[src/rtl/mem_bus_responder.sv]
// mem_bus_responder
//   Collects a 4-beat byte-serial bus frame (address + write data, LSB byte
//   first) and issues one 32-bit memory request. It then waits for mem_ready
//   with a timeout and returns a 4-beat byte-serial response: the read data,
//   the echoed write data, or 32'hDEAD_BEEF when the memory timed out.
//
// Ports
//   clk, rst        clock, synchronous active-high reset
//   bus_start       beat 0 marker of an inbound frame
//   bus_we          frame type on beat 0 (1 = write, 0 = read)
//   bus_addr_in     address byte of the current beat
//   bus_wdata_in    write-data byte of the current beat
//   bus_rdata_out   response byte (8'h00 when bus_rdata_oe = 0)
//   bus_rdata_oe    high during the 4 response beats
//   mem_addr        assembled address, held until the next request
//   mem_wdata       assembled write data, held until the next request
//   mem_re, mem_we  one-cycle read / write request pulses
//   mem_rdata       memory read data, valid with mem_ready
//   mem_ready       memory completion
//   busy            high whenever the FSM is not in IDLE
//   frame_err       sticky: stray start or timeout; cleared by the next start
//
// Parameter
//   WAIT_MAX        cycles (counted from REQ) to wait for mem_ready, 1..255
//
// State  | meaning
// -------+-----------------------------------------------------------
// IDLE   | waiting for bus_start; beat 0 captured on the way out
// RX     | capturing beats 1..3
// REQ    | one-cycle memory request; mem_ready already sampled here
// WAIT   | waiting for mem_ready or the timeout
// RESP   | driving 4 response bytes
module mem_bus_responder #(
   parameter int unsigned WAIT_MAX = 15
) (
   input  logic        clk,
   input  logic        rst,
   input  logic        bus_start,
   input  logic        bus_we,
   input  logic [7:0]  bus_addr_in,
   input  logic [7:0]  bus_wdata_in,
   output logic [7:0]  bus_rdata_out,
   output logic        bus_rdata_oe,
   output logic [31:0] mem_addr,
   output logic [31:0] mem_wdata,
   output logic        mem_re,
   output logic        mem_we,
   input  logic [31:0] mem_rdata,
   input  logic        mem_ready,
   output logic        busy,
   output logic        frame_err
);

   typedef enum logic [2:0] {
      S_IDLE = 3'd0,
      S_RX   = 3'd1,
      S_REQ  = 3'd2,
      S_WAIT = 3'd3,
      S_RESP = 3'd4
   } state_t;

   localparam logic [7:0]  WAIT_LIM     = 8'(WAIT_MAX);
   localparam logic [31:0] TIMEOUT_WORD = 32'hDEAD_BEEF;

   state_t      state,         state_nxt;
   logic [31:0] addr_sr,       addr_sr_nxt;
   logic [31:0] wdata_sr,      wdata_sr_nxt;
   logic [23:0] resp_sr,       resp_sr_nxt;
   logic [1:0]  beat_cnt,      beat_cnt_nxt;
   logic [7:0]  wait_cnt,      wait_cnt_nxt;
   logic        we_q,          we_q_nxt;

   logic [7:0]  rdata_out_nxt;
   logic        rdata_oe_nxt;
   logic [31:0] mem_addr_nxt;
   logic [31:0] mem_wdata_nxt;
   logic        mem_re_nxt;
   logic        mem_we_nxt;
   logic        busy_nxt;
   logic        frame_err_nxt;
   logic [31:0] resp_word;
   logic [4:0]  lane_lsb;

   assign lane_lsb = {beat_cnt, 3'b000};

   always_ff @(posedge clk) begin
      if (rst) begin
         state         <= S_IDLE;
         addr_sr       <= '0;
         wdata_sr      <= '0;
         resp_sr       <= '0;
         beat_cnt      <= '0;
         wait_cnt      <= '0;
         we_q          <= 1'b0;
         bus_rdata_out <= '0;
         bus_rdata_oe  <= 1'b0;
         mem_addr      <= '0;
         mem_wdata     <= '0;
         mem_re        <= 1'b0;
         mem_we        <= 1'b0;
         busy          <= 1'b0;
         frame_err     <= 1'b0;
      end else begin
         state         <= state_nxt;
         addr_sr       <= addr_sr_nxt;
         wdata_sr      <= wdata_sr_nxt;
         resp_sr       <= resp_sr_nxt;
         beat_cnt      <= beat_cnt_nxt;
         wait_cnt      <= wait_cnt_nxt;
         we_q          <= we_q_nxt;
         bus_rdata_out <= rdata_out_nxt;
         bus_rdata_oe  <= rdata_oe_nxt;
         mem_addr      <= mem_addr_nxt;
         mem_wdata     <= mem_wdata_nxt;
         mem_re        <= mem_re_nxt;
         mem_we        <= mem_we_nxt;
         busy          <= busy_nxt;
         frame_err     <= frame_err_nxt;
      end
   end

   always_comb begin
      state_nxt     = state;
      addr_sr_nxt   = addr_sr;
      wdata_sr_nxt  = wdata_sr;
      resp_sr_nxt   = resp_sr;
      beat_cnt_nxt  = beat_cnt;
      wait_cnt_nxt  = wait_cnt;
      we_q_nxt      = we_q;
      rdata_out_nxt = 8'h00;
      rdata_oe_nxt  = 1'b0;
      mem_addr_nxt  = mem_addr;
      mem_wdata_nxt = mem_wdata;
      mem_re_nxt    = 1'b0;
      mem_we_nxt    = 1'b0;
      busy_nxt      = busy;
      frame_err_nxt = frame_err;
      resp_word     = TIMEOUT_WORD;

      case (state)
         S_IDLE: begin
            busy_nxt = 1'b0;
            if (bus_start) begin
               state_nxt     = S_RX;
               addr_sr_nxt   = {24'h0, bus_addr_in};
               wdata_sr_nxt  = {24'h0, bus_wdata_in};
               we_q_nxt      = bus_we;
               frame_err_nxt = 1'b0;
               beat_cnt_nxt  = 2'd1;
               busy_nxt      = 1'b1;
            end
         end

         S_RX: begin
            addr_sr_nxt[lane_lsb +: 8]  = bus_addr_in;
            wdata_sr_nxt[lane_lsb +: 8] = bus_wdata_in;
            beat_cnt_nxt                = beat_cnt + 2'd1;
            if (beat_cnt == 2'd3) begin
               // The last byte goes straight into the registered request so
               // that mem_addr/mem_wdata are already complete in REQ.
               state_nxt     = S_REQ;
               mem_addr_nxt  = {bus_addr_in,  addr_sr[23:0]};
               mem_wdata_nxt = {bus_wdata_in, wdata_sr[23:0]};
               mem_re_nxt    = ~we_q;
               mem_we_nxt    = we_q;
               wait_cnt_nxt  = 8'd1;
            end
         end

         S_REQ, S_WAIT: begin
            if (mem_ready || (wait_cnt >= WAIT_LIM)) begin
               if (mem_ready) begin
                  resp_word = we_q ? mem_wdata : mem_rdata;
               end else begin
                  resp_word     = TIMEOUT_WORD;
                  frame_err_nxt = 1'b1;
               end
               state_nxt     = S_RESP;
               rdata_out_nxt = resp_word[7:0];
               rdata_oe_nxt  = 1'b1;
               resp_sr_nxt   = resp_word[31:8];
               beat_cnt_nxt  = 2'd0;
            end else begin
               state_nxt    = S_WAIT;
               wait_cnt_nxt = wait_cnt + 8'd1;
            end
         end

         S_RESP: begin
            if (beat_cnt == 2'd3) begin
               state_nxt = S_IDLE;
               busy_nxt  = 1'b0;
            end else begin
               rdata_out_nxt = resp_sr[7:0];
               rdata_oe_nxt  = 1'b1;
               resp_sr_nxt   = {8'h00, resp_sr[23:8]};
               beat_cnt_nxt  = beat_cnt + 2'd1;
            end
         end

         default: begin
            state_nxt = S_IDLE;
            busy_nxt  = 1'b0;
         end
      endcase

      // A start that arrives while a frame is in flight is only flagged.
      if (bus_start && (state != S_IDLE)) begin
         frame_err_nxt = 1'b1;
      end
   end

endmodule

[config.mk]
export PLATFORM = sky130hd
export DESIGN_NAME = mem_bus_responder
export DESIGN_NICKNAME = d
export VERILOG_FILES = /design/src/rtl/mem_bus_responder.sv
export SDC_FILE = /design/constraint.sdc
export NUM_CORES = 1
export LEC_CHECK = 0
export CAP_MARGIN = 40
export CORE_ASPECT_RATIO = 1.5
export CORE_MARGIN = 3
export CORE_UTILIZATION = 55
export DETAILED_ROUTE_END_ITERATION = 12
export PLACE_DENSITY = 0.88
export SLEW_MARGIN = 15
export SYNTH_ARGS = -nofsm -noshare
export SYNTH_HDL_FRONTEND = slang
export SYNTH_SLANG_ARGS = --single-unit
[constraint.sdc]
create_clock -name clk -period 4.25 [get_ports clk]
set_input_delay 1.275 -clock clk [delete_from_list [all_inputs] [get_ports clk]]
set_output_delay 1.275 -clock clk [all_outputs]
set_load 0.02 [all_outputs]
; ---- Word-level counts from Yosys, hierarchy flattened
; Cells that the tools add are included.
[totals]
wordCells = 98
reg_bits = 179
[classes]
bitwise = 4
addsub = 3
shifts = 3
eq_ne = 14
n_reduce_logical = 21
mux = 37
magnitude_cmp = 1
[op_table]
columns = cell, n
row1 = 2-to-1 mux 32 bit, 4
row2 = case mux 32 bit (2 select lines), 2
row3 = bitwise mux 32 bit, 2
row4 = variable part select 8 x 7 -> 32 bit, 2
row5 = 2-to-1 mux 24 bit, 2
row6 = case mux 24 bit (2 select lines), 1
row7 = 2-to-1 mux 8 bit, 4
row8 = case mux 8 bit (2 select lines), 2
row9 = variable shift 8 x 7 -> 32 bit (first input constant), 1
row10 = 2-to-1 mux 3 bit, 4
row11 = inequality test 2 bit (second input constant), 6
row12 = case mux 3 bit (4 select lines), 1
row13 = inequality test 3 bit (second input constant), 3
row14 = AND reduction 3 bit, 3
row15 = adder 8 x 1 -> 8 bit (second input constant), 1
row16 = >= comparator 8 x 4 -> 1 bit (second input constant), 1
row17 = 2-to-1 mux 1 bit, 8
row18 = case mux 2 bit (4 select lines), 1
row19 = AND reduction 2 bit, 4
row20 = AND reduction 4 bit, 2
row21 = negator 5 -> 7 bit, 1
row22 = == test 3 x 2 -> 1 bit (second input constant), 2
row23 = 2-to-1 mux 2 bit, 3
row24 = nonzero test 2 bit, 3
row25 = 14 further kinds, 20

; ---- Longest topological paths before layout
; Gate-level depths: netlist (run 1).
[logic_depth]
word_depth = 5
depth_mapped = 7
ltp_nobuf = 6

; ---- Least setup slack after synthesis (run 1)
; No wires, ideal clock.
[synth_timing]
path_kind = input-to-reg
from = input port mem_ready
to = register beat_cnt[0]
t_arrival_ps = 2378
path_buffers = 0
path_stages = 4
required_time_ps = 4121
slack_ps = 1743
path_cell_list = or2_2 nor4_2 or4_1 o31ai_1
[synth_between]
elab_chain_len = 3
[synth_lines]
columns = item, line_no
row1 = "start, declared", 49  ; input logic mem_ready,
row2 = logical OR 1 bit, 171  ; if (mem_ready || (wait_cnt >= WAIT_LIM)) begin
row3 = inequality test 2 bit (no source line), n/a
row4 = AND reduction 4 bit (no source line), n/a
row5 = "end signal, assigned", 108  ; beat_cnt <= beat_cnt_nxt;
row6 = "end, declared", 69  ; logic [1:0] beat_cnt, beat_cnt_nxt;
; Every way passes these cells.
; A chain may end at the register's enable or synchronous reset.

; ---- Worst setup path in the final report (run 1)
[layout_timing]
from = input port mem_ready
to = register resp_sr[0]
[layout_between]
elab_chain_len = 3
elab_cells_between_ends = 6
classes_between = eq/ne: 1 / mux: 3 / reduce/logical: 2
[layout_lines]
columns = item, line_no
row1 = 2-to-1 mux 32 bit or logical OR 1 bit (tied branches), "172, 171"
row2 = 2-to-1 mux 24 bit or inequality test 2 bit (tied branches), n/a
row3 = case mux 24 bit (2 select lines) or AND reduction 3 bit (tied branches), n/a
row4 = "end signal, assigned", 107  ; resp_sr <= resp_sr_nxt;
row5 = "end, declared", 68  ; logic [23:0] resp_sr, resp_sr_nxt;
; Several ways; a longest one is shown, not always the timed one. The select of a mux whose other input is x is not followed.

==> results.ini, run 1 <==
[outcome]
run_status=finished, final reports clean

[worst_setup_path]
worst_setup_path_startpoint=mem_ready
critical-path-top-delay-family=buffers and inverters
worst-path-stages=6
timing.critical_path.to_type=register
critical_path.slowest_cell=sky130_fd_sc_hd__o31ai_4
crit_path_max_incr_delay_ns=0.55
crit_arrival_ns=3.29
rr_worst_depth=4
startpoint_type=primary input
timing.reg2reg.setup_slack_ns=1.51
timing.critical_path.cells=clkdlybuf4s50_1 -> or2_2 -> o31ai_4 -> buf_4 -> a222oi_1 -> nor3_1
crit_end=resp_sr[0]
critical_path_class=primary input to register
timing.rr.end=resp_sr[4]
worst_r2r_startpoint=state[2]
worst-path-buf-inv=2
worstPathRequired_ns=4.57
cp_max_fo=16

[timing]
grt_setup_unrepaired=false
max_freq_mhz=336
fin_crit_sh_pct=70.0
max_slew_margin_pct=45.2
post-route-min-period_ns=2.97
finalHoldWorstSlack_ns=0.456
timing.clock.skew_ns=0.00875
max_slew.worst_pin.slew_ns=0.815
slew_viol_final=0
setup_total_negative_slack_ns=0
setup_viol_count_final=0
final-hold-violation-count=0

[power]
vdd.ir_drop.worst_mv=0.323
cellPowerDensity_nw_per_um2=401
power.static_leakage_nw=2.93

[synthesis]
synth_top_area_cell=sky130_fd_sc_hd__dfxtp_1
synth.mux.area_fraction_pct=5.24
synthFlopType=sky130_fd_sc_hd__dfxtp_1
netlist_area_um2=6470
synth-compound-area-share_pct=18.0
synth_edf_count=0
synth.top_cells.by_area=sky130_fd_sc_hd__dfxtp_1 (50%), sky130_fd_sc_hd__nand2_1 (8.6%), sky130_fd_sc_hd__a21oi_1 (6.7%)
synthesis.yosys.warnings=0
synth_top_area_share_pct=50.4
postSynth.asyncResetShare_pct=0
synth.avg_cell_area_um2=8.70
area_share_of_and_or_nand_nor_cells_after_synthesis_pct=21.0
ys_types=51
synth_seq_area_share_pct=50.4
ys_seq_elements=163
synth_nets=803
synthCells=744
post_synthesis_xor_xnor_area_fraction_pct=0
synth_fa_ha_area_share_pct=1.16
synth_top_family_by_area=simple AND/OR/NAND/NOR gates
synth_commonest_cells=sky130_fd_sc_hd__dfxtp_1 (163), sky130_fd_sc_hd__nand2_1 (149), sky130_fd_sc_hd__a21oi_1 (87), sky130_fd_sc_hd__nor2_1 (62), sky130_fd_sc_hd__a22oi_1 (48)
most_frequent_cell_after_synthesis=sky130_fd_sc_hd__dfxtp_1

[clocking]
cts.sinks=163
numCtsBuffers=17
root_buffer=sky130_fd_sc_hd__clkbuf_16
setup_buffers_after_cts=0
path_clk_slew_ns=0.07
worstSkewPairLatency_ns=0.42
postCtsResizedCells=0
cts_max_path_buffers=2
clock_tree_from_tritoncts=built
ctsHoldBuffers=0
htree_levels=4

[routing]
post_drt_wl_per_cell_um=18.5
route.detailed.drc=0
dr_total_vias=6092
routed_wirelength_mm=18.6
detail_route.first_pass.iterations=5
drt_first_iter_violations=540
final_antenna_net_count=0
vias_per_cell=6.06

[die]
die_area_um2=13100
chipWidth_um=94.6
initial_core_util_pct=57.3
floorplan.core_area_um2=11300
fp.dieH_um=139
core.rowCount=47
ios=130

[place]
gp_congestion=0.913
place_hpwl_mm=12.5
port_buffers=129

[hold_path]
holdCritPathClass=register to register

[layout]
flow.area_growth_from_synthesis_pct=30.3
drive_above_1_share_pct=7.69
diodes=0
fill_cells=789
finalNetCount=904

[global_route]
grt_antenna_before_repair=0
number_of_global_route_vias_before_repair=5996
grt_max_degree=80
remaining_overflow_grt=0
grt_first_pass_wirelength_mm=30.1
grtUsageTotal_pct=28.8

[run]
max_cap_violations=0

## cell type report
| class | instances | area, µm² | area share, % |
|---|---|---|---|
| Sequential cell | 163 | 3260 | 38.7 |
| Tap cell | 147 | 184 | 2.18 |
| Multi-Input combinational cell | 520 | 2960 | 35.1 |
| Timing Repair Buffer | 141 | 1440 | 17.0 |
| Clock buffer | 18 | 439 | 5.21 |
| Clock inverter | 14 | 144 | 1.71 |
| Inverter | 2 | 7.51 | 0.0890 |
## worst min path at each step
stage                            start       endpoint  slack (ns)  cells after the start
after floorplan            addr_sr[10]   mem_addr[10]        0.43                      2
after global placement    wdata_sr[23]  mem_wdata[23]        0.44                      2
after detailed placement   addr_sr[15]   mem_addr[15]        0.45                      2
after CTS                  wdata_sr[5]   mem_wdata[5]        0.45                      2
after global routing       wdata_sr[5]   mem_wdata[5]        0.47                      2
final                     mem_addr[11]   mem_addr[11]        0.46                      2
## worst register-to-register path, cell delays in order, from the launching register on
cell,delay (ns)
sky130_fd_sc_hd__dfxtp_1,0.56
sky130_fd_sc_hd__or3b_2,0.78
sky130_fd_sc_hd__nor2_2,0.71
sky130_fd_sc_hd__nor2_1,0.21
sky130_fd_sc_hd__o41ai_1,0.39
## state kept, by name, summed over array words and instances (netlist names)
signal / flops
we_q: 1
mem_re: 1
bus_rdata_out: 8
beat_cnt: 2
mem_wdata: 32
frame_err: 1
wdata_sr: 24
state: 3
bus_rdata_oe: 1
resp_sr: 24
mem_addr: 32
mem_we: 1
busy: 1
addr_sr: 24
wait_cnt: 8
## per-layer routing
layer / vias up / part of all wire, % / GRT usage [%]
met2: 297 / 51 / 49.7
met4: 0 / 4.5 / 14.4
met3: 68 / 7.6 / 6.68
met5: - / 0 / 0
li1: 2821 / - / -
met1: 2906 / 37 / 32.8
## layout by cell type (no fill, tap or decap), types with 2 or more instances in the layout
| cell type | count |
|---|---|
| sky130_fd_sc_hd__dfxtp_1 | 162 |
| sky130_fd_sc_hd__ha_1 | 6 |
| sky130_fd_sc_hd__nand3b_1 | 2 |
| sky130_fd_sc_hd__a22oi_1 | 48 |
| sky130_fd_sc_hd__clkinv_4 | 4 |
| sky130_fd_sc_hd__a22o_1 | 7 |
| sky130_fd_sc_hd__buf_4 | 7 |
| sky130_fd_sc_hd__o41ai_1 | 2 |
| sky130_fd_sc_hd__or3_1 | 2 |
| sky130_fd_sc_hd__and3_1 | 3 |
| sky130_fd_sc_hd__clkbuf_16 | 17 |
| sky130_fd_sc_hd__nand2b_1 | 2 |
| sky130_fd_sc_hd__and2_1 | 8 |
| sky130_fd_sc_hd__o221ai_1 | 10 |
| sky130_fd_sc_hd__nor2b_1 | 4 |
| sky130_fd_sc_hd__o21ai_0 | 3 |
| sky130_fd_sc_hd__o32ai_1 | 2 |
| sky130_fd_sc_hd__nand3_1 | 37 |
| sky130_fd_sc_hd__a211oi_1 | 3 |
| sky130_fd_sc_hd__buf_12 | 2 |
| sky130_fd_sc_hd__mux2_2 | 7 |
| sky130_fd_sc_hd__buf_6 | 3 |
| sky130_fd_sc_hd__nor4b_4 | 2 |
| sky130_fd_sc_hd__nor3_1 | 14 |
| sky130_fd_sc_hd__nand4_1 | 4 |
| sky130_fd_sc_hd__clkdlybuf4s50_1 | 128 |
| sky130_fd_sc_hd__inv_1 | 2 |
| sky130_fd_sc_hd__a222oi_1 | 5 |
| sky130_fd_sc_hd__mux2i_1 | 26 |
| sky130_fd_sc_hd__inv_6 | 5 |
| sky130_fd_sc_hd__nor2_1 | 62 |
| sky130_fd_sc_hd__o21ai_1 | 2 |
| sky130_fd_sc_hd__a21oi_1 | 87 |
| sky130_fd_sc_hd__nand2_1 | 149 |
| sky130_fd_sc_hd__inv_8 | 2 |
## stage by stage
step	utilization, %	cell area (µm²)	cells	power (mW)	worst slack, ns
after floorplan	-	6470	744	1.78	1.74
after global placement	68.7	7750	967	1.88	0.881
after detailed placement	69.4	7840	972	1.90	0.963
after CTS	74.6	8420	1004	3.38	1.32
after global routing	74.7	8430	1005	3.48	1.17
final	74.7	8430	1005	3.38	1.28
## where the power goes
part / leakage, nW / internal, mW / total [mW] / switching (mW)
Combinational: 1.33 / 0.130 / 0.298 / 0.168
Sequential: 1.32 / 1.55 / 1.58 / 0.0264
Clock: 0.286 / 0.841 / 1.50 / 0.658
Total: 2.93 / 2.53 / 3.38 / 0.852
## cell families (layout without fill, tap and decap cells)
| kind of cell | after synthesis | count (layout) |
|---|---|---|
| adders and majority gates | 6 | 6 |
| DFF | 163 | 163 |
| muxes | 33 | 33 |
| and+or+nand+nor | 302 | 302 |
| AOI/OAI and AO/OA | 179 | 179 |
| buffers and inverters | 61 | 175 |
No activity file was read; power rests on OpenSTA's default activity.
==> run 2: changes to the inputs <==
Settings changed: CORE_UTILIZATION 55 to 46, PLACE_DENSITY 0.88 to 0.78.
Clock period 4.25 ns to 2.4 ns, I/O delays scaled along.
==> results.ini, run 2 (synthesis results as in run 1) <==
[routing]
detail_route.first_pass.iterations=7  ; +2
final_antenna_net_count=0  ; unchanged
dr_total_vias=5976  ; -1.9%
vias_per_cell=5.77  ; -4.7%
route.detailed.drc=0  ; unchanged
drt_first_iter_violations=484  ; -10%
post_drt_wl_per_cell_um=17.2  ; -7.3%
routed_wirelength_mm=17.8  ; -4.6%

[clocking]
numCtsBuffers=17  ; unchanged
root_buffer=sky130_fd_sc_hd__clkbuf_16
cts.sinks=163  ; unchanged
ctsHoldBuffers=0  ; unchanged
path_clk_slew_ns=0.07  ; about the same
setup_buffers_after_cts=0  ; unchanged
cts_max_path_buffers=2  ; unchanged
postCtsResizedCells=0  ; unchanged
worstSkewPairLatency_ns=0.43  ; about the same
htree_levels=4  ; unchanged
clock_tree_from_tritoncts=built

[worst_setup_path]
crit_path_max_incr_delay_ns=0.65  ; +0.10 ns
rr_worst_depth=5  ; +1
crit_arrival_ns=1.51  ; -1.78 ns
cp_max_fo=3  ; -13
worst-path-stages=1  ; -5
worstPathRequired_ns=1.68  ; -2.89 ns
worst_r2r_startpoint=beat_cnt[0]
worst-path-buf-inv=1  ; -1
startpoint_type=register
timing.critical_path.to_type=output pin
critical_path.slowest_cell=sky130_fd_sc_hd__clkdlybuf4s50_1
critical_path_class=register to output pin
timing.critical_path.cells=clkdlybuf4s50_1
critical-path-top-delay-family=buffers and inverters
timing.rr.end=beat_cnt[0]
timing.reg2reg.setup_slack_ns=0.27  ; -1.24 ns

[place]
gp_congestion=0.824  ; -9.8%
place_hpwl_mm=12.0  ; -4.5%
port_buffers=129  ; unchanged

[layout]
drive_above_1_share_pct=9.16  ; +1.5 points
multi_input_comb_area_um2=2950  ; -0.13%
layout.area.seq_um2=3260  ; unchanged
fill_cells=1143  ; +45%
finalNetCount=919  ; +1.7%
layout_common_cells=sky130_fd_sc_hd__dfxtp_1 (162), sky130_fd_sc_hd__nand2_1 (149), sky130_fd_sc_hd__clkdlybuf4s50_1 (128)
layout_commonest_cell=sky130_fd_sc_hd__dfxtp_1
diodes=0  ; unchanged
reg_top3=mem_addr x32, mem_wdata x32
flow.area_growth_from_synthesis_pct=32.4

[timing]
final-hold-violation-count=0  ; unchanged
fin_crit_sh_pct=93.0
slew_viol_final=0  ; unchanged
setup_viol_count_final=0  ; unchanged
post-route-min-period_ns=2.23
timing.clock.skew_ns=0.0106  ; +0.00183 ns
grt_setup_unrepaired=false
max_slew_margin_pct=53.4  ; +8.2 points
finalHoldWorstSlack_ns=0.454  ; -0.00187 ns
max_slew.worst_pin.slew_ns=0.698  ; -0.117 ns
max_freq_mhz=448

[hold_path]
min-delay-start=wdata_sr[5]
worst_hold_path_ep=mem_wdata[5]
holdCritPathClass=register to register
worst_hold_path.num_cells=2  ; unchanged

[die]
chipWidth_um=103  ; +8.8%
core.rowCount=52  ; +11%
ios=130  ; unchanged
floorplan.core_area_um2=13700  ; +21%
initial_core_util_pct=47.4  ; -9.9 points
die_area_um2=15600  ; +18%
fp.dieH_um=151  ; +8.9%

[global_route]
grt_max_degree=67  ; -16%
grt_antenna_before_repair=0  ; unchanged
grt_first_pass_wirelength_mm=27.9  ; -7.2%
number_of_global_route_vias_before_repair=5429  ; -9.5%
grtUsageTotal_pct=22.8  ; -6.0 points
remaining_overflow_grt=0  ; unchanged

[power]
cellPowerDensity_nw_per_um2=699  ; +74%
report.power.total_mw=5.99  ; +77%
share_of_power_burned_in_registers_pct=46.8  ; about the same
internal_power_mw=4.47  ; +77%
pwr-share-comb_pct=9.3  ; +0.5 points
vdd.ir_drop.worst_mv=0.515  ; +59%
netSwitchingPower_mw=1.52  ; +78%
power_frac_clock_pct=43.9  ; -0.5 points
power.static_leakage_nw=3.00  ; +2.1%
switching_share_pct=25.4  ; +0.13 points

[run]
max_cap_violations=0  ; unchanged

[outcome]
run_status=finished, final reports clean

## run 2: cell count changes in the layout (fill, tap and decap cells not counted), sizes merged
cell      before  now
clkinv         5    4
clkbuf        18   17
clkinvlp       1    3
buf           13   28
## run 2: final cells by class
cell class / instances / area share [%]
Inverter: 2 / 0.0877
Clock buffer: 17 / 4.97
Tap cell: 162 / 2.37
Multi-Input combinational cell: 520 / 34.5
Clock inverter: 15 / 1.68
Sequential cell: 163 / 38.1
Timing Repair Buffer: 156 / 18.3
## run 2: worst max path at each step
stage	startpoint	end
after floorplan	mem_ready	beat_cnt[0]
after global placement	mem_ready	resp_sr[0]
after detailed placement	mem_ready	resp_sr[4]
after CTS	mem_wdata[28]	mem_wdata[28]
after global routing	mem_wdata[20]	mem_wdata[20]
final	mem_wdata[28]	mem_wdata[28]
## run 2: power by group through the flow
stage	Sequential, mW	Clock, mW	Combinational, mW
after global routing	2.81	2.77	0.603
final	2.80	2.63	0.558
after floorplan	2.84	0	0.314
after CTS	2.80	2.65	0.557
after global placement	2.86	0	0.544
after detailed placement	2.86	0	0.549
## run 2: layer usage
layer,vias to the layer above,GRT usage [%],routed length (µm)
li1,2853,-,-
met1,2825,30.0,7270
met2,267,36.7,8800
met3,31,5.02,1300
met4,0,8.04,399
met5,-,0,0
## run 2: per-stage QoR
stage | util [%] | instance area (µm²) | TNS [ns] | setup WS (ns) | cells
floorplan | - | 6470 | 0 | 0.448 | 744
global placement | 58.5 | 7990 | 0 | 0.00933 | 1003
detailed placement | 58.5 | 7990 | -0.0482 | -0.0282 | 1003
CTS | 62.7 | 8560 | 0 | 0.165 | 1035
global route | 62.7 | 8560 | 0 | 0.142 | 1035
finish | 62.7 | 8560 | 0 | 0.168 | 1035
## run 2: tightest hold or removal path: stages, from the launching register on
cell and delay (ns):
sky130_fd_sc_hd__dfxtp_1 0.31, sky130_fd_sc_hd__nand2_1 0.05, sky130_fd_sc_hd__a21oi_1 0.05
